`src/rtl/packet_uart_dump.sv`:
```
// Packet capture and UART 8N1 dump: frames captured sniffer packets as [SYNC][LEN][payload].
// Define PKT_DUMP_CHECKSUM_EN to append an XOR checksum byte (LEN and payload) to each frame.
module packet_uart_dump #(
   parameter int          PACKET_BITS  = 368,
   parameter int          CLKS_PER_BIT = 139,
   parameter logic [7:0]  SYNC_BYTE    = 8'hA5,
   parameter int          DROP_W       = 8
) (
   input  logic                   clk,
   input  logic                   rst,
   input  logic                   packet_detected,
   input  logic [PACKET_BITS-1:0] packet_out,
   input  logic [8:0]             packet_len,
   output logic                   uart_tx,
   output logic                   busy,
   output logic [DROP_W-1:0]      drop_count,
   output logic [2:0]             state_dbg
);

   localparam int MAX_BYTES = PACKET_BITS / 8;
   localparam int BYTE_W    = $clog2(MAX_BYTES + 1);
   localparam int CNT_W     = $clog2(CLKS_PER_BIT);

   typedef enum logic [2:0] {
      IDLE    = 3'd0,
      SYNC    = 3'd1,
      LEN     = 3'd2,
      PAYLOAD = 3'd3,
      CSUM    = 3'd4
   } state_t;

   state_t                 state;
   logic                   s1, s2, s3;
   logic [PACKET_BITS-1:0] shadow_data;
   logic [BYTE_W-1:0]      n_bytes;
   logic [BYTE_W-1:0]      byte_idx;
   logic [7:0]             shift;
   logic [3:0]             bit_idx;
   logic [CNT_W-1:0]       clk_cnt;
`ifdef PKT_DUMP_CHECKSUM_EN
   logic [7:0]             csum;
`endif

   logic                   rise;
   logic                   bit_end;
   logic                   last_byte;
   logic                   frame_end;
   logic                   capture;
   logic [BYTE_W-1:0]      next_idx;
   logic [7:0]             pay_next;
   logic [9:0]             len_plus;
   logic [6:0]             n_raw;
   logic [BYTE_W-1:0]      n_next;

   assign state_dbg = state;
   assign rise      = s2 & ~s3;
   assign bit_end   = (clk_cnt == CNT_W'(CLKS_PER_BIT - 1));

   // Byte count is ceil(len/8), clamped to what packet_out can actually hold.
   always_comb begin
      len_plus = {1'b0, packet_len} + 10'd7;
      n_raw    = len_plus[9:3];
      n_next   = (n_raw > 7'(MAX_BYTES)) ? BYTE_W'(MAX_BYTES) : n_raw[BYTE_W-1:0];
   end

   always_comb begin
      next_idx = byte_idx + 1'b1;
      pay_next = shadow_data[{next_idx, 3'b000} +: 8];
`ifdef PKT_DUMP_CHECKSUM_EN
      last_byte = (state == CSUM);
`else
      last_byte = ((state == LEN) && (n_bytes == '0)) ||
                  ((state == PAYLOAD) && (next_idx == n_bytes));
`endif
      frame_end = (state != IDLE) && bit_end && (bit_idx == 4'd9) && last_byte;
      // A rise on the closing edge of a frame starts the next frame without a gap.
      capture   = rise && ((state == IDLE) || frame_end);
   end

   always_ff @(posedge clk or negedge rst) begin
      if (!rst) begin
         state       <= IDLE;
         s1          <= 1'b0;
         s2          <= 1'b0;
         s3          <= 1'b0;
         shadow_data <= '0;
         n_bytes     <= '0;
         byte_idx    <= '0;
         shift       <= '0;
         bit_idx     <= '0;
         clk_cnt     <= '0;
         uart_tx     <= 1'b1;
         busy        <= 1'b0;
         drop_count  <= '0;
`ifdef PKT_DUMP_CHECKSUM_EN
         csum        <= '0;
`endif
      end else begin
         s1 <= packet_detected;
         s2 <= s1;
         s3 <= s2;

         if (rise && busy && !frame_end && (drop_count != {DROP_W{1'b1}}))
            drop_count <= drop_count + 1'b1;

         if (capture) begin
            shadow_data <= packet_out;
            n_bytes     <= n_next;
            state       <= SYNC;
            busy        <= 1'b1;
            shift       <= SYNC_BYTE;
            uart_tx     <= 1'b0;
            bit_idx     <= '0;
            clk_cnt     <= '0;
         end else if (frame_end) begin
            state   <= IDLE;
            busy    <= 1'b0;
            uart_tx <= 1'b1;
            bit_idx <= '0;
            clk_cnt <= '0;
         end else if (state != IDLE) begin
            if (!bit_end) begin
               clk_cnt <= clk_cnt + 1'b1;
            end else begin
               clk_cnt <= '0;
               if (bit_idx != 4'd9) begin
                  bit_idx <= bit_idx + 1'b1;
                  if (bit_idx == 4'd8) begin
                     uart_tx <= 1'b1;
                  end else begin
                     uart_tx <= shift[0];
                     shift   <= {1'b0, shift[7:1]};
                  end
               end else begin
                  // Stop bit done and more bytes remain: next start bit begins now.
                  bit_idx <= '0;
                  uart_tx <= 1'b0;
                  case (state)
                     SYNC: begin
                        state <= LEN;
                        shift <= 8'(n_bytes);
`ifdef PKT_DUMP_CHECKSUM_EN
                        csum  <= 8'(n_bytes);
`endif
                     end
                     LEN: begin
`ifdef PKT_DUMP_CHECKSUM_EN
                        if (n_bytes == '0) begin
                           state <= CSUM;
                           shift <= csum;
                        end else
`endif
                        begin
                           state    <= PAYLOAD;
                           byte_idx <= '0;
                           shift    <= shadow_data[7:0];
`ifdef PKT_DUMP_CHECKSUM_EN
                           csum     <= csum ^ shadow_data[7:0];
`endif
                        end
                     end
                     PAYLOAD: begin
`ifdef PKT_DUMP_CHECKSUM_EN
                        if (next_idx == n_bytes) begin
                           state <= CSUM;
                           shift <= csum;
                        end else
`endif
                        begin
                           byte_idx <= next_idx;
                           shift    <= pay_next;
`ifdef PKT_DUMP_CHECKSUM_EN
                           csum     <= csum ^ pay_next;
`endif
                        end
                     end
                     default: state <= IDLE;
                  endcase
               end
            end
         end
      end
   end

endmodule

```
`config.mk`:
```
export PLATFORM = sky130hd
export DESIGN_NAME = packet_uart_dump
export DESIGN_NICKNAME = d
export VERILOG_FILES = /design/src/rtl/packet_uart_dump.sv
export SDC_FILE = /design/constraint.sdc
export NUM_CORES = 1
export LEC_CHECK = 0
export CORE_ASPECT_RATIO = 1.25
export CORE_MARGIN = 1.5
export CORE_UTILIZATION = 52
export DETAILED_ROUTE_END_ITERATION = 16
export PLACE_DENSITY = 0.8
export SLEW_MARGIN = 20
export SYNTH_ARGS = -nofsm -noshare
export SYNTH_HDL_FRONTEND = slang
export SYNTH_SLANG_ARGS = --single-unit
```
`constraint.sdc`:
```
create_clock -name clk -period 3.45 [get_ports clk]
set_input_delay 0.345 -clock clk [delete_from_list [all_inputs] [get_ports clk]]
set_output_delay 0.345 -clock clk [all_outputs]
set_load 0.05 [all_outputs]
```
# ---- After elaboration in Yosys (flattened, before gate mapping)
# Index checks and enable logic that the tools add are counted.
dict set report word_totals {
  word_cells 96
  out_inout_bits 13
  ff_bits 416
  inputBits 380
}
dict set report classes {
  eq_ne 13
  shift 1
  mux 32
  n_bitwise 5
  magnitude_cmp 1
  n_addsub 5
  reduce_logical 26
}
# cell n
set ops {}
lappend ops {{$shiftx A368 B10 Y8} 1}
lappend ops {{$mux W8} 10}
lappend ops {{$pmux W8 S3} 1}
lappend ops {{$mux W4} 5}
lappend ops {{$add A8 B1 Y8 const B} 2}
lappend ops {{$mux W3} 5}
lappend ops {{$pmux W6 S2} 1}
lappend ops {{$add A9 B3 Y10 const B} 1}
lappend ops {{$logic_and A1 B1 Y1} 9}
lappend ops {{$ne A3 B3 Y1 const B} 3}
lappend ops {{$pmux W3 S3} 1}
lappend ops {{$reduce_bool A3 Y1} 3}
lappend ops {{$eq A4 B4 Y1 const B} 2}
lappend ops {{$eq A8 B8 Y1 const B} 1}
lappend ops {{$mux W1} 8}
lappend ops {{$ne A8 B8 Y1 const B} 1}
lappend ops {{$reduce_bool A2 Y1} 4}
lappend ops {{$gt A7 B6 Y1 const B} 1}
lappend ops {{$add A6 B1 Y6 const B} 1}
lappend ops {{$eq A3 B2 Y1 const B} 2}
lappend ops {{$eq A6 B6 Y1} 1}
lappend ops {{$logic_not A6 Y1} 1}
lappend ops {{$mux W6} 1}
lappend ops {{$reduce_and A6 Y1} 1}
lappend ops {{other kinds (13)} 17}

# ---- Depth between registers and ports, before layout
dict set report depth {
  depth_word 9
  ltp_mapped 12
  ltp_nobuf 8
}

# ---- Worst setup path after synthesis
# OpenSTA, ideal clock, no wires.
dict set report synth_timing {
  path_kind {register to register}
  startpoint {register state[1], in the netlist state_dbg[1]}
  endpoint {register shadow_data[236]}
  setup_time_ns 0.117
  path_buffers 3
  t_required_ns 3.333
  synth_period_minus_slack_ns 2.699
  t_arrival_ns 2.582
  stages_incl_launch_ff 11
  path_slack_ns 0.751
  path_cell_list {dfrtp_1 ha_1 or4b_1 nor4_2 a311oi_2 or2_1 buf_4 buf_6 buf_2 nand2_1 nand2_1}
}
dict set report synth_between {
  elab_chain_cells 6
  elab_cells_between_ends 12
  cone_classes {eq/ne: 2; reduce/logical: 10}
}
# element line
set synth_rtl {}
lappend synth_rtl {{from (decl)} 32} ;# state_t state;
lappend synth_rtl {{from (signal assigned)} 82} ;# state <= IDLE;
lappend synth_rtl {{from (signal assigned)} 109} ;# state <= SYNC;
lappend synth_rtl {{from (signal assigned)} 116} ;# state <= IDLE;
lappend synth_rtl {{$eq A3 B2 Y1, or another cell as far along} 72} ;# last_byte = ((state == LEN) && (n_bytes == '0)) ||
lappend synth_rtl {{$logic_and A1 B1 Y1 (on tied branches)} {72, 73, 75}}
lappend synth_rtl {{$logic_or A1 B1 Y1 / $logic_and A1 B1 Y1 (equally long branches)} {72, 75}}
lappend synth_rtl {{$logic_and A1 B1 Y1} 75} ;# frame_end = (state != IDLE) && bit_end && (bit_idx == 4'd9) && last_byte;
lappend synth_rtl {{$logic_or A1 B1 Y1 (*)} 77} ;# capture = rise && ((state == IDLE) || frame_end);
lappend synth_rtl {{$logic_and A1 B1 Y1 (*)} 77}
lappend synth_rtl {{to (signal assigned)} 107} ;# shadow_data <= packet_out;
lappend synth_rtl {{to (decl)} 34} ;# logic [PACKET_BITS-1:0] shadow_data;
# Every way passes the cells marked *; elsewhere a longest branch is shown, timed or not.
# A chain may end at the register's enable or synchronous reset.

# ---- Worst setup path in the final report
dict set report layout_timing {
  startpoint {register byte_idx[2]}
  endpoint {register shadow_data[327]}
}
dict set report layout_between {
  elab_chain_cells 7
}
# element line
set layout_rtl {}
lappend layout_rtl {{from (decl)} 36} ;# logic [BYTE_W-1:0] byte_idx;
lappend layout_rtl {{from (signal assigned)} 170} ;# byte_idx <= next_idx;
lappend layout_rtl {{$add A6 B1 Y6} 67} ;# next_idx = byte_idx + 1'b1;
lappend layout_rtl {{$eq A6 B6 Y1} 73} ;# ((state == PAYLOAD) && (next_idx == n_bytes));
lappend layout_rtl {{$logic_and A1 B1 Y1} 73}
lappend layout_rtl {{$logic_or A1 B1 Y1} 72}
lappend layout_rtl {{$logic_and A1 B1 Y1} 75}
lappend layout_rtl {{$logic_or A1 B1 Y1} 77}
lappend layout_rtl {{$logic_and A1 B1 Y1} 77}
# Every way passes these cells.

==> results.yml <==
place:
  place_hpwl_mm: 41.4
  port_buffers: 391
  place.gp.congestion: 0.904
cells_and_area:
  layout.cells.most_common: "nand2_1"
  final_nets: 2892
  n_fill_cell: 2852
  layout_common_cells: "nand2_1 (1198), dfrtp_1 (413), clkdlybuf4s50_1 (390)"
  finalCoreUtilization_pct: 68.0
  areaGrowthSynthToFinish_pct: 28.6
  drive_gt1_share_pct: 8.41
critical_path:
  reg2reg_setup_slack_ps: 320
  critPathRequiredTime_ps: 3930
  timing.rr.start: "byte_idx[2]$_DFFE_PN0P_"
  arrival_ps: 3610
  start_kind: "register"
  cp_max_fo: 63
  r2r_end: "shadow_data[327]$_DFFE_PN0N_"
  worstRegToRegCells: 9
  endpoint_kind: "register"
  worst-setup-path-type: "reg2reg"
die:
  die_h_um: 221
  initial_core_util_pct: 52.9
  ios: 393
  rows: 79
  die_w_um: 177
  die_area_um2: 39200
  core_region_area_um2: 37400
synthesis:
  synth_ff_type: "dfrtp_1"
  synth_warnings: 0
  syn_avg_cell_area_um2: 9.16
  synth_edf_count: 0
  synthesis.area_um2: 19800
  yosys.cell_types.count: 67
  synth-async-reset-ratio_pct: 100
  ys_seq_area_share_pct: 52.5
  synthCells: 2158
  ys_ff_latch: 415
  syn-num-nets: 2549
cts:
  cts_tree: "built"
  worstSkewPairLatency_ps: 560
  cts_buffers: 42
  clock_sinks: 415
  ctsLongestPathBuffers: 3
  cts_hold_buf: 1
  htree_levels: 2
  cts_root_buffer: "clkbuf_16"
  clkTransAtPathRegs_ps: 60
  post_cts.repair.setup_buffers: 0
  cts_resized: 0
timing:
  finalCriticalPeriod_ps: 3130
  relSlewSlack_pct: 30.3
  setup_viol: 0
  fin_crit_sh_pct: 90.8
  fmax_mhz: 319
  slew_violations: 0
  hold_violations: 0
  fin_setup_tns_ps: 0
  rsz0062_at_grt: "no"
  fin_skew_ps: 22.8
  finalHoldWorstSlack_ps: 256
  worst_pin_slew_ps: 1050
grt:
  antenna_found_initial: 5
  first_global_vias: 17200
  grt_pass1_wl_mm: 91.2
  grt_max_degree: 103
  overflow: 0
  grt.total_usage_pct: 30.0
worst_hold_path:
  hold_path_class: "in2reg"
  hold_depth: 1
  hold_end: "s1$_DFF_PN0_"
  min_from: "packet_detected"
routing:
  drt-initial-drc-count: 1505
  routedWlPerCell_um: 19.2
  num_vias: 16800
  routed_wl_mm: 58.2
  ant_nets: 0
  viasPerCell: 5.56
  first_pass_iters: 5
  post-route-drc-count: 0
outcome:
  status: "finished, final reports clean"
pwr:
  ir_drop_mv: 0.382
  power_density_nw_per_um2: 624
  p_leak_nw: 11.8
run:
  cap_violations: 0
-- worst max path at each step --
stage	from	slack, ps	depth (start not counted)	end
2_1_floorplan	state_dbg[1]$_DFFE_PN0P_	750	10	shadow_data[236]$_DFFE_PN0N_
3_3_place_gp	byte_idx[0]$_DFFE_PN0P_	480	9	shift[0]$_DFFE_PN0P_
3_5_place_dp	byte_idx[2]$_DFFE_PN0P_	350	9	shadow_data[22]$_DFFE_PN0N_
4_1_cts	byte_idx[2]$_DFFE_PN0P_	320	9	shadow_data[327]$_DFFE_PN0N_
5_1_grt	byte_idx[2]$_DFFE_PN0P_	110	9	shadow_data[327]$_DFFE_PN0N_
6_report	byte_idx[2]$_DFFE_PN0P_	320	9	shadow_data[327]$_DFFE_PN0N_
-- where the power goes --
part	switching [mW]	internal, mW	total, mW
clock network	1.94	2.42	4.36
logic	1.94	1.88	3.82
registers	1.08	6.61	7.69
total	4.96	10.9	15.9
-- through the flow --
stage	total power, mW	std cells	cell area (um^2)	worst slack, ps
finish	15.9	3023	25400	317
global route	16.8	3023	25400	113
CTS	15.9	3018	25400	318
global placement	11.2	2942	24100	475
floorplan	9.82	2158	19800	751
detailed placement	11.5	2942	24100	352
-- registers in the layout, indices dropped and copies added, names as in the netlist --
name,flops
bit_idx,4
busy,1
byte_idx,6
clk_cnt,8
drop_count,8
n_bytes,6
s1,1
s2,1
s3,1
shadow_data,368
shift,8
state_dbg,2
uart_tx,1
-- routing by layer --
layer	track usage, %	vias to the layer above	wire length [um]
li1	-	7678	-
met1	38.1	8213	22100
met2	49.7	753	29200
met3	4.47	162	3940
met4	15.8	0	2920
met5	0	-	0
-- logic make-up after synthesis --
| family | count (synthesis) | share of synthesized area (%) |
|---|---|---|
| buffers and inverters | 141 | 3.88 |
| adders and majority gates | 11 | 0.696 |
| xor gates and xnor gates | 26 | 1.35 |
| and+or+nand+nor | 1330 | 26.4 |
| AOI/OAI and AO/OA | 125 | 4.13 |
| muxes | 109 | 11.0 |
| other | 1 | 0.0190 |
| DFF | 415 | 52.5 |
-- critical path, cell delays in order, from the launching register on --
cell	delay [ps]
dfrtp_1	650
nand3_2	390
nor2_1	210
xnor3_1	290
a311oi_2	440
or2_4	320
buf_12	250
buf_12	280
nand2_1	100
nand2_1	80
-- layout make-up --
type | count | area (um^2) | share of cell area [%]
Clock buffer | 59 | 1180 | 4.66
Timing Repair Buffer | 430 | 4430 | 17.4
Multi-Input combinational cell | 1602 | 8650 | 34.0
Sequential cell | 415 | 10400 | 40.9
Inverter | 10 | 37.5 | 0.148
Tap cell | 486 | 608 | 2.39
Antenna cell | 5 | 12.5 | 0.0492
Clock inverter | 16 | 114 | 0.448
-- cells in the mapped netlist, drive strengths merged, types with 4 or more instances --
cell type,number,area share (%)
o31ai,7,0.27
mux4,86,9.8
nand4,9,0.28
and3,8,0.25
mux2i,16,0.81
xor2,12,0.57
nor4,4,0.16
and2,6,0.19
o21ai,50,1.3
nand2,1198,23
nor2,46,0.91
a211oi,9,0.37
clkbuf,40,0.76
nand2b,7,0.22
dfrtp,414,52
ha,11,0.70
nor3,4,0.13
mux2,7,0.40
a2111oi,5,0.22
a21oi,14,0.35
inv,10,0.19
buf,91,2.9
xnor2,13,0.67
nor2b,8,0.25
o31a,4,0.18
nand3,27,0.71
a31oi,8,0.25
Power figures use the tool's default switching activity.
==> RTL change, RTL diff (same flow settings) <==
`DROP_W`: 8 -> 7.
--- a/src/rtl/packet_uart_dump.sv
+++ b/src/rtl/packet_uart_dump.sv
@@ -4,7 +4,7 @@
    parameter int          PACKET_BITS  = 368,
    parameter int          CLKS_PER_BIT = 139,
    parameter logic [7:0]  SYNC_BYTE    = 8'hA5,
-   parameter int          DROP_W       = 8
+   parameter int          DROP_W       = 7
 ) (
    input  logic                   clk,
    input  logic                   rst,
Ports: changed (resized drop_count); port bits go from 393 to 392. The function was not compared with the original's and may differ.
==> RTL change against the unedited design <==
Power down 2.7%. Critical path depth down 1. Sequential cell count down 1. Setup slack worse by 80 ps. Clock skew down 10 ps. Synthesized area about the same. Utilization up 0.22 points. Synthesized cell count down 2.6%. Wire length up 1.7%. Final area up 0.33%. Largest power group unchanged.
==> RTL change: results (changes against the unedited design) <==
- Status: complete, no violations (unchanged)
- DR top layer: met5 (was met4)
- DR WL met2: 30.4 mm (was 29.2 mm)
- Area taken by multi-input logic gates: 8590 um^2 (was 8650 um^2)
- Global-route wire length before repair: 92.0 mm (was 91.2 mm)
- Routability-driven placement congestion ratio: 0.879 (was 0.904)
- Normalized max-slew margin: 0.359 (was 0.303)
- HPWL after DPL: 41.7 mm (was 41.4 mm)
- Synth Warn #: 0 (unchanged)
- Number of antenna violations at the first check in global routing: 24 (was 5)
- Max Cap Violations: 0 (unchanged)
- Max stage delay on crit path: 590 ps (was 650 ps)
- Hold WS: 271 ps (was 256 ps)
- Vias in the first global route: 17100 (was 17200)
- Non-clk buf share: 0.171 (was 0.174)
- Share of layout cells above drive strength 1: 0.0876 (was 0.0841)
- Largest net degree at the start of global routing: 215 (was 103)
- Post-synthesis cell type count: 66 (was 67)
- Mapped Cells: 2101 (was 2158)
- Slowest CP cell: buf_12 (was dfrtp_1)
- Synth Area in Compound Gates: 0.0425 (was 0.0413)
- Signal inverters: 11 (was 10)
- Post-DR wirelength/cell: 19.8 um (was 19.2 um)
- Mux contribution to synthesized area: 0.121 (was 0.110)
- VDD IR max: 0.331 mV (was 0.382 mV)
- Syn nets: 2492 (was 2549)
- Nonclk buf count: 428 (was 430)
- Clock buf count: 62 (was 59)
- Number of flip-flops and latches: 414 (was 415)
- Reg2reg path depth: 8 (was 9)
- Clk_skew: 12.8 ps (was 22.8 ps)
- Met1 Use GR: 0.369 (was 0.381)
- Post-DP Area: 23900 um^2 (was 24100 um^2)
- Fillers: 2784 (was 2852)
- Seq/Total Area, Yosys: 0.524 (was 0.525)
- Initial DRC count: 1677 (was 1505)
- Top cells by count, synth: nand2_1, dfrtp_1, mux4_2 (unchanged)
- M2 GR Usage: 0.515 (was 0.497)
- Final nets: 2836 (was 2892)
- P_leak: 12.1 nW (was 11.8 nW)
- Top cells by area, synth: dfrtp_1, nand2_1, mux4_2 (unchanged)
- Met3 wire len: 3.58 mm (was 3.94 mm)
- Met3 global-route usage: 0.0385 (was 0.0447)
- ClkCell Share: 0.0583 (was 0.0511)
- Reg2reg setup slack: 240 ps (was 320 ps)
- Crit-path max FO: 214 (was 63)
- N_diodes: 24 (was 5)
- IO Port Bufs: 390 (was 391)
- Largest registers: shadow_data (368), clk_cnt (8), shift (8)
- Post-synthesis xor/xnor area fraction: 0.0120 (was 0.0135)
- Worst EP arrival: 3690 ps (was 3610 ps)
- Placed cells: 2886 (was 2942)
- Vias per Instance: 5.57 (was 5.56)
- WL final: 59.1 mm (was 58.2 mm)
- Synth Area in Adders: 0.00696 (about the same)
- Routed length on met1: 21.5 mm (was 22.1 mm)
- Gr usage total: 0.305 (was 0.300)
- Pre-Repair DR Iteration Count: 7 (was 5)
==> RTL change: how the worst max path moves through the flow <==
| stage | from | to | slack, ps | cells after the start |
|---|---|---|---|---|
| after global placement | byte_idx[2] | shadow_data[73] | 430 | 8 |
| final | byte_idx[2] | shadow_data[89] | 240 | 8 |
| after detailed placement | byte_idx[2] | shadow_data[116] | 330 | 8 |
| after floorplan | byte_idx[1] | shift[5] | 650 | 9 |
| after CTS | byte_idx[2] | shadow_data[89] | 280 | 8 |
| after global routing | byte_idx[2] | shadow_data[152] | 80 | 8 |
==> RTL change: stage by stage <==
stage / utilization / worst slack, ps
6_report: 0.683 / 237
5_1_grt: 0.683 / 75.9
4_1_cts: 0.681 / 283
3_5_place_dp: 0.641 / 330
3_3_place_gp: 0.641 / 432
2_1_floorplan: - / 651
==> RTL change: power breakdown <==
group	internal (W)	switching, W	leakage, nW
logic	0.00161	0.00168	6.17
clock network	0.00296	0.00191	0.733
registers	0.00633	0.000944	5.18
